## src/rtl/lsu_pkg.sv

```systemverilog
// Shared types and helpers for the load/store unit controller.
package lsu_pkg;

    typedef enum logic [1:0] {
        IDLE,
        ACC0,
        ACC1,
        RESP
    } lsu_state_e;

    localparam logic [2:0] F3_B  = 3'b000;
    localparam logic [2:0] F3_H  = 3'b001;
    localparam logic [2:0] F3_W  = 3'b010;
    localparam logic [2:0] F3_BU = 3'b100;
    localparam logic [2:0] F3_HU = 3'b101;

    // Stores accept only the signed-width codes; loads also accept the unsigned ones.
    function automatic logic funct3_legal(input logic we, input logic [2:0] f3);
        logic ok;
        ok = 1'b0;
        case (f3)
            F3_B, F3_H, F3_W: ok = 1'b1;
            F3_BU, F3_HU:     ok = ~we;
            default:          ok = 1'b0;
        endcase
        return ok;
    endfunction

    // One bit per byte touched by the access, right-justified.
    function automatic logic [3:0] size_mask(input logic [2:0] f3);
        logic [3:0] m;
        case (f3[1:0])
            2'b00:   m = 4'b0001;
            2'b01:   m = 4'b0011;
            default: m = 4'b1111;
        endcase
        return m;
    endfunction

    // True when the access runs past the end of its aligned word.
    function automatic logic is_split(input logic [2:0] f3, input logic [1:0] off);
        logic s;
        case (f3[1:0])
            2'b00:   s = 1'b0;
            2'b01:   s = (off == 2'd3);
            default: s = (off != 2'd0);
        endcase
        return s;
    endfunction

endpackage

```

## src/rtl/load_align.sv

```systemverilog
// Combinational load-data extraction: shifts the two-word window down to the
// addressed byte and sign- or zero-extends according to the load width.
module load_align
    import lsu_pkg::*;
(
    input  logic [31:0] lo,
    input  logic [31:0] hi,
    input  logic [1:0]  offset,
    input  logic [2:0]  funct3,
    output logic [31:0] rdata
);

    logic [31:0] shifted;

    // Select the addressed bytes, then extend them to a full register value.
    always_comb begin
        shifted = 32'({hi, lo} >> {offset, 3'b000});
        case (funct3)
            F3_B:    rdata = {{24{shifted[7]}}, shifted[7:0]};
            F3_H:    rdata = {{16{shifted[15]}}, shifted[15:0]};
            F3_BU:   rdata = {24'b0, shifted[7:0]};
            F3_HU:   rdata = {16'b0, shifted[15:0]};
            default: rdata = shifted;
        endcase
    end

endmodule

```

## src/rtl/lsu_ctrl.sv

```systemverilog
// Load/store unit controller: turns one memory-stage request into one or two
// aligned word accesses, stalling the pipeline until the result is ready.
module lsu_ctrl
    import lsu_pkg::*;
(
    input  logic        clk,
    input  logic        reset,
    input  logic        req_valid,
    input  logic        req_we,
    input  logic [2:0]  req_funct3,
    input  logic [31:0] req_addr,
    input  logic [31:0] req_wdata,
    output logic        stall,
    output logic        done,
    output logic [31:0] rdata,
    output logic        err,
    output logic        mem_req,
    output logic        mem_we,
    output logic [31:0] mem_addr,
    output logic [3:0]  mem_be,
    output logic [31:0] mem_wdata,
    input  logic [31:0] mem_rdata,
    input  logic        mem_ack
);

    lsu_state_e  state, state_next;
    logic        q_we;
    logic [2:0]  q_funct3;
    logic [31:0] q_addr;
    logic [31:0] q_wdata;
    logic [31:0] lo_word;
    logic [31:0] align_lo, align_hi, align_out;
    logic        split;
    logic [31:0] base_addr;
    logic [7:0]  be_span;
    logic [63:0] wdata_span;

    assign split      = is_split(q_funct3, q_addr[1:0]);
    assign base_addr  = {q_addr[31:2], 2'b00};
    assign be_span    = {4'b0000, size_mask(q_funct3)} << q_addr[1:0];
    assign wdata_span = {32'b0, q_wdata} << {q_addr[1:0], 3'b000};
    assign stall      = req_valid && (state != RESP);
    assign done       = (state == RESP);

    load_align u_align (
        .lo     (align_lo),
        .hi     (align_hi),
        .offset (q_addr[1:0]),
        .funct3 (q_funct3),
        .rdata  (align_out)
    );

    // State register; reset drops any access in flight.
    always_ff @(posedge clk or posedge reset) begin
        if (reset) begin
            state <= IDLE;
        end else begin
            state <= state_next;
        end
    end

    // Next state and memory-port drive; the upper and lower halves of the
    // byte-enable and data spans feed the second and first access respectively.
    always_comb begin
        state_next = state;
        mem_req    = 1'b0;
        mem_we     = 1'b0;
        mem_addr   = 32'b0;
        mem_be     = 4'b0;
        mem_wdata  = 32'b0;
        align_lo   = lo_word;
        align_hi   = 32'b0;
        case (state)
            IDLE: begin
                if (req_valid) begin
                    state_next = funct3_legal(req_we, req_funct3) ? ACC0 : RESP;
                end
            end
            ACC0: begin
                mem_req   = 1'b1;
                mem_we    = q_we;
                mem_addr  = base_addr;
                mem_be    = q_we ? be_span[3:0] : 4'b1111;
                mem_wdata = q_we ? wdata_span[31:0] : 32'b0;
                align_lo  = mem_rdata;
                if (mem_ack) begin
                    state_next = split ? ACC1 : RESP;
                end
            end
            ACC1: begin
                mem_req   = 1'b1;
                mem_we    = q_we;
                mem_addr  = base_addr + 32'd4;
                mem_be    = q_we ? be_span[7:4] : 4'b1111;
                mem_wdata = q_we ? wdata_span[63:32] : 32'b0;
                align_hi  = mem_rdata;
                if (mem_ack) begin
                    state_next = RESP;
                end
            end
            RESP: begin
                state_next = IDLE;
            end
            default: begin
                state_next = IDLE;
            end
        endcase
    end

    // Request capture, low-word latch, and result registers that update only
    // on the way into RESP so they hold steady between requests.
    always_ff @(posedge clk or posedge reset) begin
        if (reset) begin
            q_we     <= 1'b0;
            q_funct3 <= 3'b0;
            q_addr   <= 32'b0;
            q_wdata  <= 32'b0;
            lo_word  <= 32'b0;
            rdata    <= 32'b0;
            err      <= 1'b0;
        end else begin
            if (state == IDLE && req_valid) begin
                q_we     <= req_we;
                q_funct3 <= req_funct3;
                q_addr   <= req_addr;
                q_wdata  <= req_wdata;
            end
            if (state == ACC0 && mem_ack) begin
                lo_word <= mem_rdata;
            end
            if (state_next == RESP && state != RESP) begin
                if (state == IDLE) begin
                    err   <= 1'b1;
                    rdata <= 32'b0;
                end else begin
                    err <= 1'b0;
                    if (!q_we) begin
                        rdata <= align_out;
                    end
                end
            end
        end
    end

endmodule

```

## config.mk

```make
export PLATFORM = sky130hd
export DESIGN_NAME = lsu_ctrl
export DESIGN_NICKNAME = d
export VERILOG_FILES = /design/src/rtl/lsu_pkg.sv /design/src/rtl/load_align.sv /design/src/rtl/lsu_ctrl.sv
export SDC_FILE = /design/constraint.sdc
export NUM_CORES = 1
export LEC_CHECK = 0
export ABC_CLOCK_PERIOD_IN_PS = 9090
export CORE_UTILIZATION = 54
export DETAILED_ROUTE_END_ITERATION = 8
export PLACE_DENSITY = 0.91
export SKIP_CTS_REPAIR_TIMING = 1
export SLEW_MARGIN = 20
export SYNTH_ARGS = -nofsm -noshare
export SYNTH_HDL_FRONTEND = slang
export SYNTH_SLANG_ARGS = --single-unit
export TNS_END_PERCENT = 5
```

## constraint.sdc

```tcl
create_clock -name clk -period 9.09 [get_ports clk]
set_input_delay 1.818 -clock clk [delete_from_list [all_inputs] [get_ports clk]]
set_output_delay 1.818 -clock clk [all_outputs]
set_load 0.05 [all_outputs]
```

Yosys cells after proc, flatten, opt, wreduce, memory -nomap -nowiden
Index checks and enable logic that the tools add are counted.

storage, ports and cells
  register bits after elaboration = 135
  latch bits = 0
  bits in writable memories = 0
  memory bits (read-only) = 0
  input bits = 104
  output and inout port bits = 105
  memories kept = 0

operators by class
  $add $sub $neg = 1
  multiply operators = 0
  divide/modulo/power cells = 0
  magnitude comparators = 0
  equal/unequal tests = 15
  shift operators = 3
  multiplexer cells = 26
  bitwise gates (word level) = 1
  reduce and logical (&&, ||, !) cells = 13

operators with widths
  operator                                        count
  2-to-1 mux 32 bit                               6
  one-hot mux 32 bit (2 select lines)             2
  one-hot mux 32 bit (4 select lines)             1
  left shift 32 x 5 -> 64 bit                     1
  >> shifter 64 x 5 -> 32 bit                     1
  adder 32 x 3 -> 32 bit (second input constant)  1
  one-hot mux 4 bit (2 select lines)              2
  == test 3 bit (second input constant)           4
  == test 2 bit (second input constant)           4
  2-to-1 mux 2 bit                                4
  2-to-1 mux 4 bit                                2
  one-hot mux 2 bit (4 select lines)              1
  left shift 4 x 2 -> 8 bit                       1
  == test 3 x 1 -> 1 bit (second input constant)  2
  zero test 3 bit                                 2
  2-to-1 mux 1 bit                                6
  == test 2 x 1 -> 1 bit (second input constant)  2
  logical AND 1 bit                               4
  zero test 2 bit                                 2
  one-hot mux 1 bit (2 select lines)              2
  OR reduction 2 bit                              2
  == test 3 x 2 -> 1 bit (second input constant)  1
  OR reduction 3 bit                              1
  != test 2 x 1 -> 1 bit (second input constant)  1
  other kinds (4)                                 4

Logic depth before layout (Yosys ltp)
Gate-level depths: netlist of the first run.

  depth after elaboration = 11
  mapped depth = 10

Cells and area by module
A second synthesis of the first run with hierarchy kept.

second synthesis, totals
  cell total of the unflattened synthesis = 925
  area, all modules = 9,108.7 um2

by module, submodules not included
  module      times used  cells each  area each (um2)  sequential area each (um2)
  lsu_ctrl    1           824         7,988.9          3,378.2
  load_align  1           101         1,119.8          0.0

Least setup slack after synthesis of the first run
No wires, ideal clock.

  kind = reg-to-output
  start = register state[1]
  end = output port mem_addr[27]
  arrival time = 3,439 ps
  setup slack = 3,833 ps
  stages on the path, launching flop included = 7
  cells stage by stage = dfrtp_1 inv_1 ha_1 nand2_1 clkbuf_1 clkbuf_1 o41ai_1

on the way
  cells in the longest elaborated chain, start to end = 2
  elaborated cells on any way between the ends = 3
  those cells by class = eq/ne (2); mux (1)

ends and longest elaborated chain
  element                                                  RTL line        source
  from (decl)                                              lsu_ctrl.sv:26  lsu_state_e state, state_next;
  from (signal assigned)                                   lsu_ctrl.sv:58  state <= state_next;
  == test 2 bit or == test 2 x 1 -> 1 bit (tied branches)  lsu_ctrl.sv:73  case (state)
  one-hot mux 32 bit (2 select lines) *                    lsu_ctrl.sv:73
  to (decl)                                                lsu_ctrl.sv:19  output logic [31:0] mem_addr,

Every way passes the cells marked *; elsewhere a longest branch is shown, timed or not.

Worst setup path in the final report of the first run
  start = register state[0]
  end = output port mem_addr[30]

Same word-level chain as after synthesis.

==> results of run 1 <==
logic make-up (layout without fill, tap and decap cells):
kind of cell	count (synthesis)	in the layout	synth area share, %
other	1	3	0.0441
buffers and inverters	86	265	4.31
and+or+nand+nor	168	168	10.6
adders and majority gates	6	6	0.883
muxes	205	205	26.4
AOI/OAI and AO/OA	225	225	18.0
DFF	135	135	39.7
cells in the final DEF (no fill, tap or decap), types with 11 or more instances in the layout:
cell	netlist	layout
sky130_fd_sc_hd__o21ai_0	65	65
sky130_fd_sc_hd__o22ai_1	22	22
sky130_fd_sc_hd__mux2_2	117	117
sky130_fd_sc_hd__buf_4	4	11
sky130_fd_sc_hd__nand2_1	52	51
sky130_fd_sc_hd__nor2_1	15	15
sky130_fd_sc_hd__a31oi_1	15	15
sky130_fd_sc_hd__clkdlybuf4s50_1	0	206
sky130_fd_sc_hd__clkbuf_16	0	17
sky130_fd_sc_hd__a21oi_1	43	43
sky130_fd_sc_hd__inv_1	14	13
sky130_fd_sc_hd__mux2i_1	84	84
sky130_fd_sc_hd__and3_1	13	13
sky130_fd_sc_hd__nand3_1	21	21
sky130_fd_sc_hd__and2_1	28	28
sky130_fd_sc_hd__dfrtp_1	135	134
worst max-delay path by stage:
stage	endpoint	start
final	mem_addr[30]	state[0]
after global routing	mem_addr[30]	state[0]
after CTS	mem_addr[30]	state[0]
after detailed placement	mem_addr[30]	state[0]
after global placement	mem_addr[30]	state[0]
after floorplan	err	reset
state kept, by name, summed over array words and instances, names as in the netlist:
register,flops
q_wdata,32
err,1
q_funct3,3
lo_word,32
q_addr,32
state,2
rdata,32
q_we,1
Yosys cell counts (7+ instances only):
cell type                   instances
sky130_fd_sc_hd__a211oi_1           7
sky130_fd_sc_hd__a21oi_1           43
sky130_fd_sc_hd__a22o_1             9
sky130_fd_sc_hd__a31oi_1           15
sky130_fd_sc_hd__and2_1            28
sky130_fd_sc_hd__and3_1            13
sky130_fd_sc_hd__buf_1             18
sky130_fd_sc_hd__buf_2             11
sky130_fd_sc_hd__clkbuf_1          35
sky130_fd_sc_hd__dfrtp_1          135
sky130_fd_sc_hd__inv_1             14
sky130_fd_sc_hd__mux2_2           117
sky130_fd_sc_hd__mux2i_1           84
sky130_fd_sc_hd__nand2_1           52
sky130_fd_sc_hd__nand3_1           21
sky130_fd_sc_hd__nor2_1            15
sky130_fd_sc_hd__o211ai_1           8
sky130_fd_sc_hd__o21ai_0           65
sky130_fd_sc_hd__o22ai_1           22
sky130_fd_sc_hd__o2bb2ai_1          7
sky130_fd_sc_hd__o2bb2ai_2         10
sky130_fd_sc_hd__o31ai_1           10
power by group through the flow:
stage / Combinational (mW) / Sequential (mW) / Clock, mW
global placement: 2.72 / 1.18 / 0
detailed placement: 2.78 / 1.20 / 0
floorplan: 1.98 / 1.23 / 0
CTS: 2.81 / 1.20 / 0.753
global route: 3.01 / 1.25 / 0.778
finish: 2.83 / 1.21 / 0.749
layer usage:
layer,vias up,track usage (%),share of wire (%)
li1,3442,-,-
met1,3704,40.7,41
met2,404,50.5,48
met3,72,5.82,7.4
met4,0,15.4,3.7
met5,-,0,0
stage by stage:
step                hold WS, ns  power (mW)  worst slack [ns]  instance area (um2)
detailed placement        0.477        3.99              3.68                10600
global route              0.506        5.03              2.97                11300
CTS                       0.497        4.77              3.22                11300
floorplan                 0.475        3.21              3.66                 8510
global placement          0.475        3.90              3.76                10600
finish                    0.496        4.79              3.16                11300
layout make-up:
class / count / area [um2]
antenna: 1 / 2.50
clock buffer: 20 / 467
clock inverter: 12 / 174
fill: 1025 / 3990
inverter: 16 / 65.1
multi-input combinational: 606 / 4770
sequential: 135 / 3380
tap: 211 / 264
timing repair buffer: 217 / 2140
critical path, delay by kind of cell, from the launching register on:
| family | cells | cell delay, ns |
|---|---|---|
| flops | 1 | 0.42 |
| buf+inv | 2 | 0.95 |
| compound gates | 1 | 0.09 |
| fa+ha+maj | 1 | 0.74 |
| simple gates | 2 | 1.47 |
==> impl_summary.txt, run 1 <==
----------------------------------------------------
[Status]
  Result of the run ... complete, no violations

[Critical path]
  Library cell contributing the largest single delay on the critical path ... sky130_fd_sc_hd__clkdlybuf4s50_1
  Length in cells of the worst reg-to-reg path ... 8
  Slack of the worst reg-to-reg path ... 5.39 ns
  Worst r2r src ... state[1]
  Startpoint type of the worst setup path ... register
  Cell-by-cell listing of the critical path ... inv_1, ha_2, nand2_1, or4_1, o21ai_0, clkdlybuf4s50_1
  Critical Path Max Stage Delay ... 0.82 ns
  Critical Path RT ... 7.27 ns
  Reg-to-Reg End ... rdata[27]
  Critical Path Fanout Max ... 41
  Data arrival, critical path ... 4.11 ns
  Worst Setup End Kind ... output pin
  Kind of critical path ... register to output pin

[Clock network]
  CTS H-tree lvls ... 4
  Clock-pin slew of the registers on the worst-case setup and hold paths ... 0.06 ns
  Clock insertion delay at the later pin of the skew report ... 0.42 ns
  Bufs on Longest Clock Path ... 2
  Number of CTS-inserted buffers ... 17
  Clock root buffer ... sky130_fd_sc_hd__clkbuf_16
  Sink count of the clock tree ... 135
  CTS tree ... done

[Final layout]
  Utilization of the core after routing ... 73.9%
  Area added between synthesis and finish ... 32.5%
  Post-route insts no fill ... 1218
  # nets final ... 1103
  Share of layout cells above drive strength 1 ... 18.9%

[Placement]
  Count of input and output buffers ... 206
  Final Wtd Congestion ... 0.836
  Detailed-placement wirelength estimate ... 16.4 mm
  Placed instance count ... 1185

[Synthesis]
  Sequential share of the synthesized area ... 39.7%
  Most instantiated flip-flop cell in the synthesis netlist ... sky130_fd_sc_hd__dfrtp_1
  Average instance area after synthesis ... 10.3 um2
  Area share of the largest cell type after synthesis ... 39.7%
  Yosys warns ... 0
  Yosys top cell by area ... sky130_fd_sc_hd__dfrtp_1
  Flip-flop and latch count after synthesis ... 135
  Async set-reset flop share out of synthesis ... 100%
  Post-synthesis cell area ... 8500 um2
  Netlist cell types ... 59
  Number of flops mapped to enable cells by yosys ... 0
  Synthesized netlist cell count ... 826
  Cells taking the most area after synthesis ... sky130_fd_sc_hd__dfrtp_1 40%, sky130_fd_sc_hd__mux2_2 15%, sky130_fd_sc_hd__mux2i_1 9.9%, sky130_fd_sc_hd__o21ai_0 3.8%, sky130_fd_sc_hd__a21oi_1 2.5%

[Global routing]
  All-Layer GR Usage ... 31.3%
  Number of antenna violations at the first check in global routing ... 1
  Global-route wire length before repair ... 39.7 mm
  Sum of overflow across all layers after global routing ... 0
  Via count of the first global-routing pass ... 7523
  Maximum number of pins on one net before global-route repair ... 76

[Timing]
  Worst clock skew ... 0.0100 ns
  Actual transition at the worst max-transition pin ... 1.07 ns
  Unrepaired setup endpoints after global routing ... false
  Setup violations, final ... 0
  Ratio of final minimum period to clock period ... 65.3%
  Fin. Hold Viols ... 0
  Worst slew margin relative to its limit ... 28.3%
  Minimum clock period ... 5.93 ns
  Timing-limited maximum frequency ... 0.169 GHz
  Max Transition Viols Final ... 0
  Final total negative setup slack ... 0 ns

[Power and ir drop]
  Cell leakage power ... 4.55 nW
  Net switching power ... 2.30 mW
  Peak ir drop on the vdd network ... 0.205 mV
  Part of the power in combinational logic ... 59.0%
  Share of total power consumed by net switching ... 48.1%
  Internal power consumption ... 2.49 mW
  Clk pwr share ... 15.6%
  Total power density per cell area ... 425 nW/um2
  Register share of total power ... 25.3%

[Die]
  Vert. Die Dim ... 127 um
  I/O pins ... 209
  Die footprint ... 16300 um2
  # rows ... 45
  Die X-Extent ... 127 um
  Initial Util ... 55.7%
  Total core area ... 15300 um2

[Route]
  Count of TritonRoute iterations in the first routing pass ... 5
  Iter 0 DRT Violations ... 585
  Drt total wl ... 25.0 mm
  Vias per cell ... 6.26
  Remaining number of nets flagged by the antenna check after routing ... 0
  Wirelength per Cell ... 20.5 um
  Via count of the routed design ... 7622
  Number of design rule violations left after detail routing ... 0

[Hold path]
  Worst hold path class ... register to register
  Terminating pin of the worst hold path ... rdata[28]
  Min-Delay Path Depth ... 1
  Hold path startpoint ... rdata[28]

[Flow run]
  Maxcap violations ... 0

----------------------------------------------------
(Power assumes the default switching activity.)
==> run 2: changes to the inputs <==
ABC_CLOCK_PERIOD_IN_PS = 5700   (was 9090)
CORE_UTILIZATION = 51   (was 54)
PLACE_DENSITY = 0.87   (was 0.91)
clock period = 5.7 ns   (was 9.09 ns; I/O delays follow)
==> run 2 against run 1 <==
Compared with the run above:
- combinational power rose by 59%
- register-to-register slack got worse by 3.4 ns
- clock skew fell by 0.0012 ns
- count of clock-buffer cells in the layout fell by 3
- design area down 0.27%
- setup slack worse by 2.6 ns
- clock power increased by 50%
- routed wire length shrank 2.4%
- critical path depth is 1 higher
- sequential power is 58% higher
- core utilization shrank 3.9 points
- first-iteration DRC count decreased by 3.2%
- critical endpoint is now mem_addr[16]
- largest cell class unchanged
==> impl_summary.txt, run 2 (synthesis results as in run 1) <==
----------------------------------------------------
[Clock network]
  Sink count of the clock tree ... 135
  Clock root buffer ... sky130_fd_sc_hd__clkbuf_16
  CTS H-tree lvls ... 4
  Bufs on Longest Clock Path ... 2
  Clock-pin slew of the registers on the worst-case setup and hold paths ... 0.06 ns
  Number of CTS-inserted buffers ... 17
  Clock insertion delay at the later pin of the skew report ... 0.43 ns
  CTS tree ... done

[Power and ir drop]
  Net switching power ... 3.67 mW
  Clk pwr share ... 14.8%
  Total power density per cell area ... 670 nW/um2
  Register share of total power ... 25.3%
  Internal power consumption ... 3.86 mW
  Cell leakage power ... 4.53 nW
  Share of total power consumed by net switching ... 48.7%
  Peak ir drop on the vdd network ... 0.337 mV
  Part of the power in combinational logic ... 59.9%

[Route]
  Count of TritonRoute iterations in the first routing pass ... 5
  Drt total wl ... 24.4 mm
  Iter 0 DRT Violations ... 566
  Remaining number of nets flagged by the antenna check after routing ... 0
  Via count of the routed design ... 7572
  Wirelength per Cell ... 19.9 um
  Vias per cell ... 6.19
  Number of design rule violations left after detail routing ... 0

[Placement]
  Count of input and output buffers ... 206
  Worst slack at placement ... 1.07 ns
  Final Wtd Congestion ... 0.853
  Detailed-placement wirelength estimate ... 16.3 mm

[Critical path]
  Slack of the worst reg-to-reg path ... 1.94 ns
  Worst r2r src ... state[1]
  Critical Path RT ... 4.56 ns
  Critical Path Fanout Max ... 17
  Data arrival, critical path ... 3.97 ns
  Startpoint type of the worst setup path ... register
  Kind of critical path ... register to output pin
  Length in cells of the worst reg-to-reg path ... 8
  Origin of the worst setup path ... state[1]
  Reg-to-Reg End ... rdata[26]
  Worst Setup End Kind ... output pin

[Global routing]
  Via count of the first global-routing pass ... 7361
  Number of antenna violations at the first check in global routing ... 1
  Sum of overflow across all layers after global routing ... 0
  All-Layer GR Usage ... 28.5%
  Maximum number of pins on one net before global-route repair ... 97
  Global-route wire length before repair ... 39.0 mm

[Timing]
  Timing-limited maximum frequency ... 0.196 GHz
  Unrepaired setup endpoints after global routing ... false
  Actual transition at the worst max-transition pin ... 0.952 ns
  Final total negative setup slack ... 0 ns
  Fin. Hold Viols ... 0
  Setup violations, final ... 0
  Max Transition Viols Final ... 0
  Minimum clock period ... 5.11 ns
  Ratio of final minimum period to clock period ... 89.6%
  Worst slew margin relative to its limit ... 36.3%
  Final worst setup slack ... 0.593 ns
  Worst clock skew ... 0.00881 ns

[Hold path]
  Worst hold path class ... register to register
  Terminating pin of the worst hold path ... rdata[28]
  Hold path startpoint ... rdata[28]
  Min-Delay Path Depth ... 1

[Flow run]
  Maxcap violations ... 0

[Status]
  Result of the run ... complete, no violations

[Die]
  # rows ... 46
  I/O pins ... 209
  Die X-Extent ... 131 um
  Die footprint ... 17200 um2
  Initial Util ... 53.0%
  Total core area ... 16100 um2
  Vert. Die Dim ... 131 um

[Final layout]
  Share of layout cells above drive strength 1 ... 19.1%
  Area added between synthesis and finish ... 32.2%
  Leading cell types in the layout, fill and taps excluded ... 206 x sky130_fd_sc_hd__clkdlybuf4s50_1, 134 x sky130_fd_sc_hd__dfrtp_1, 117 x sky130_fd_sc_hd__mux2_2
  # nets final ... 1104
  Most frequent standard cell in the layout excluding fill and tap cells ... sky130_fd_sc_hd__clkdlybuf4s50_1
  Utilization of the core after routing ... 70.0%
  # fillers ... 1150

----------------------------------------------------
[run 2: critical path, cell delays in order, from the launching register on]
cell and delay (ns):
sky130_fd_sc_hd__dfrtp_1 0.48, sky130_fd_sc_hd__inv_1 0.11, sky130_fd_sc_hd__ha_1 0.43, sky130_fd_sc_hd__clkinv_1 0.42
sky130_fd_sc_hd__nor2_1 0.86, sky130_fd_sc_hd__o21ai_0 0.24, sky130_fd_sc_hd__o31ai_1 0.13, sky130_fd_sc_hd__clkdlybuf4s50_1 0.87
[run 2: layout make-up]
type	count	area, um2	share of cell area (%)
multi-input combinational	606	4770	42.5
tap	216	270	2.40
timing repair buffer	218	2150	19.1
antenna	1	2.50	0.0223
clock inverter	15	169	1.50
clock buffer	17	425	3.78
inverter	16	65.1	0.579
sequential	135	3380	30.1
[run 2: how the worst max path moves through the flow]
stage | endpoint | slack (ns) | cells after the start
final | mem_addr[16] | 0.59 | 7
after global routing | mem_addr[16] | 0.33 | 7
after detailed placement | mem_addr[16] | 1.07 | 7
after CTS | mem_addr[16] | 0.60 | 7
after global placement | mem_addr[29] | 1.28 | 7
after floorplan | err | 0.95 | 1
[run 2: power by group through the flow]
| stage | clock network, mW | logic [mW] | registers [mW] |
|---|---|---|---|
| 2_1_floorplan | 0 | 3.16 | 1.96 |
| 6_report | 1.12 | 4.51 | 1.91 |
| 5_1_grt | 1.17 | 4.80 | 1.97 |
| 4_1_cts | 1.13 | 4.49 | 1.89 |
| 3_3_place_gp | 0 | 4.37 | 1.88 |
| 3_5_place_dp | 0 | 4.45 | 1.90 |
[run 2: per-stage QoR]
stage | std cells | hold WS [ns] | instance area [um2] | power, mW
2_1_floorplan | 827 | 0.475 | 8510 | 5.12
3_3_place_gp | 1191 | 0.474 | 10600 | 6.25
3_5_place_dp | 1191 | 0.484 | 10600 | 6.35
4_1_cts | 1223 | 0.501 | 11200 | 7.50
5_1_grt | 1224 | 0.514 | 11200 | 7.93
6_report | 1224 | 0.499 | 11200 | 7.53
[run 2: layer usage]
layer | global-route usage (%) | part of all wire [%]
met5 | 0 | 0
met4 | 10.6 | 2.6
met3 | 6.02 | 6.8
met2 | 45.2 | 47
met1 | 38.3 | 43
==> run 3: changes to the inputs <==
TNS_END_PERCENT = 30   (was 5)
==> results of run 3 <==
Final layout, timing and power as in run 2 (identical DEF).
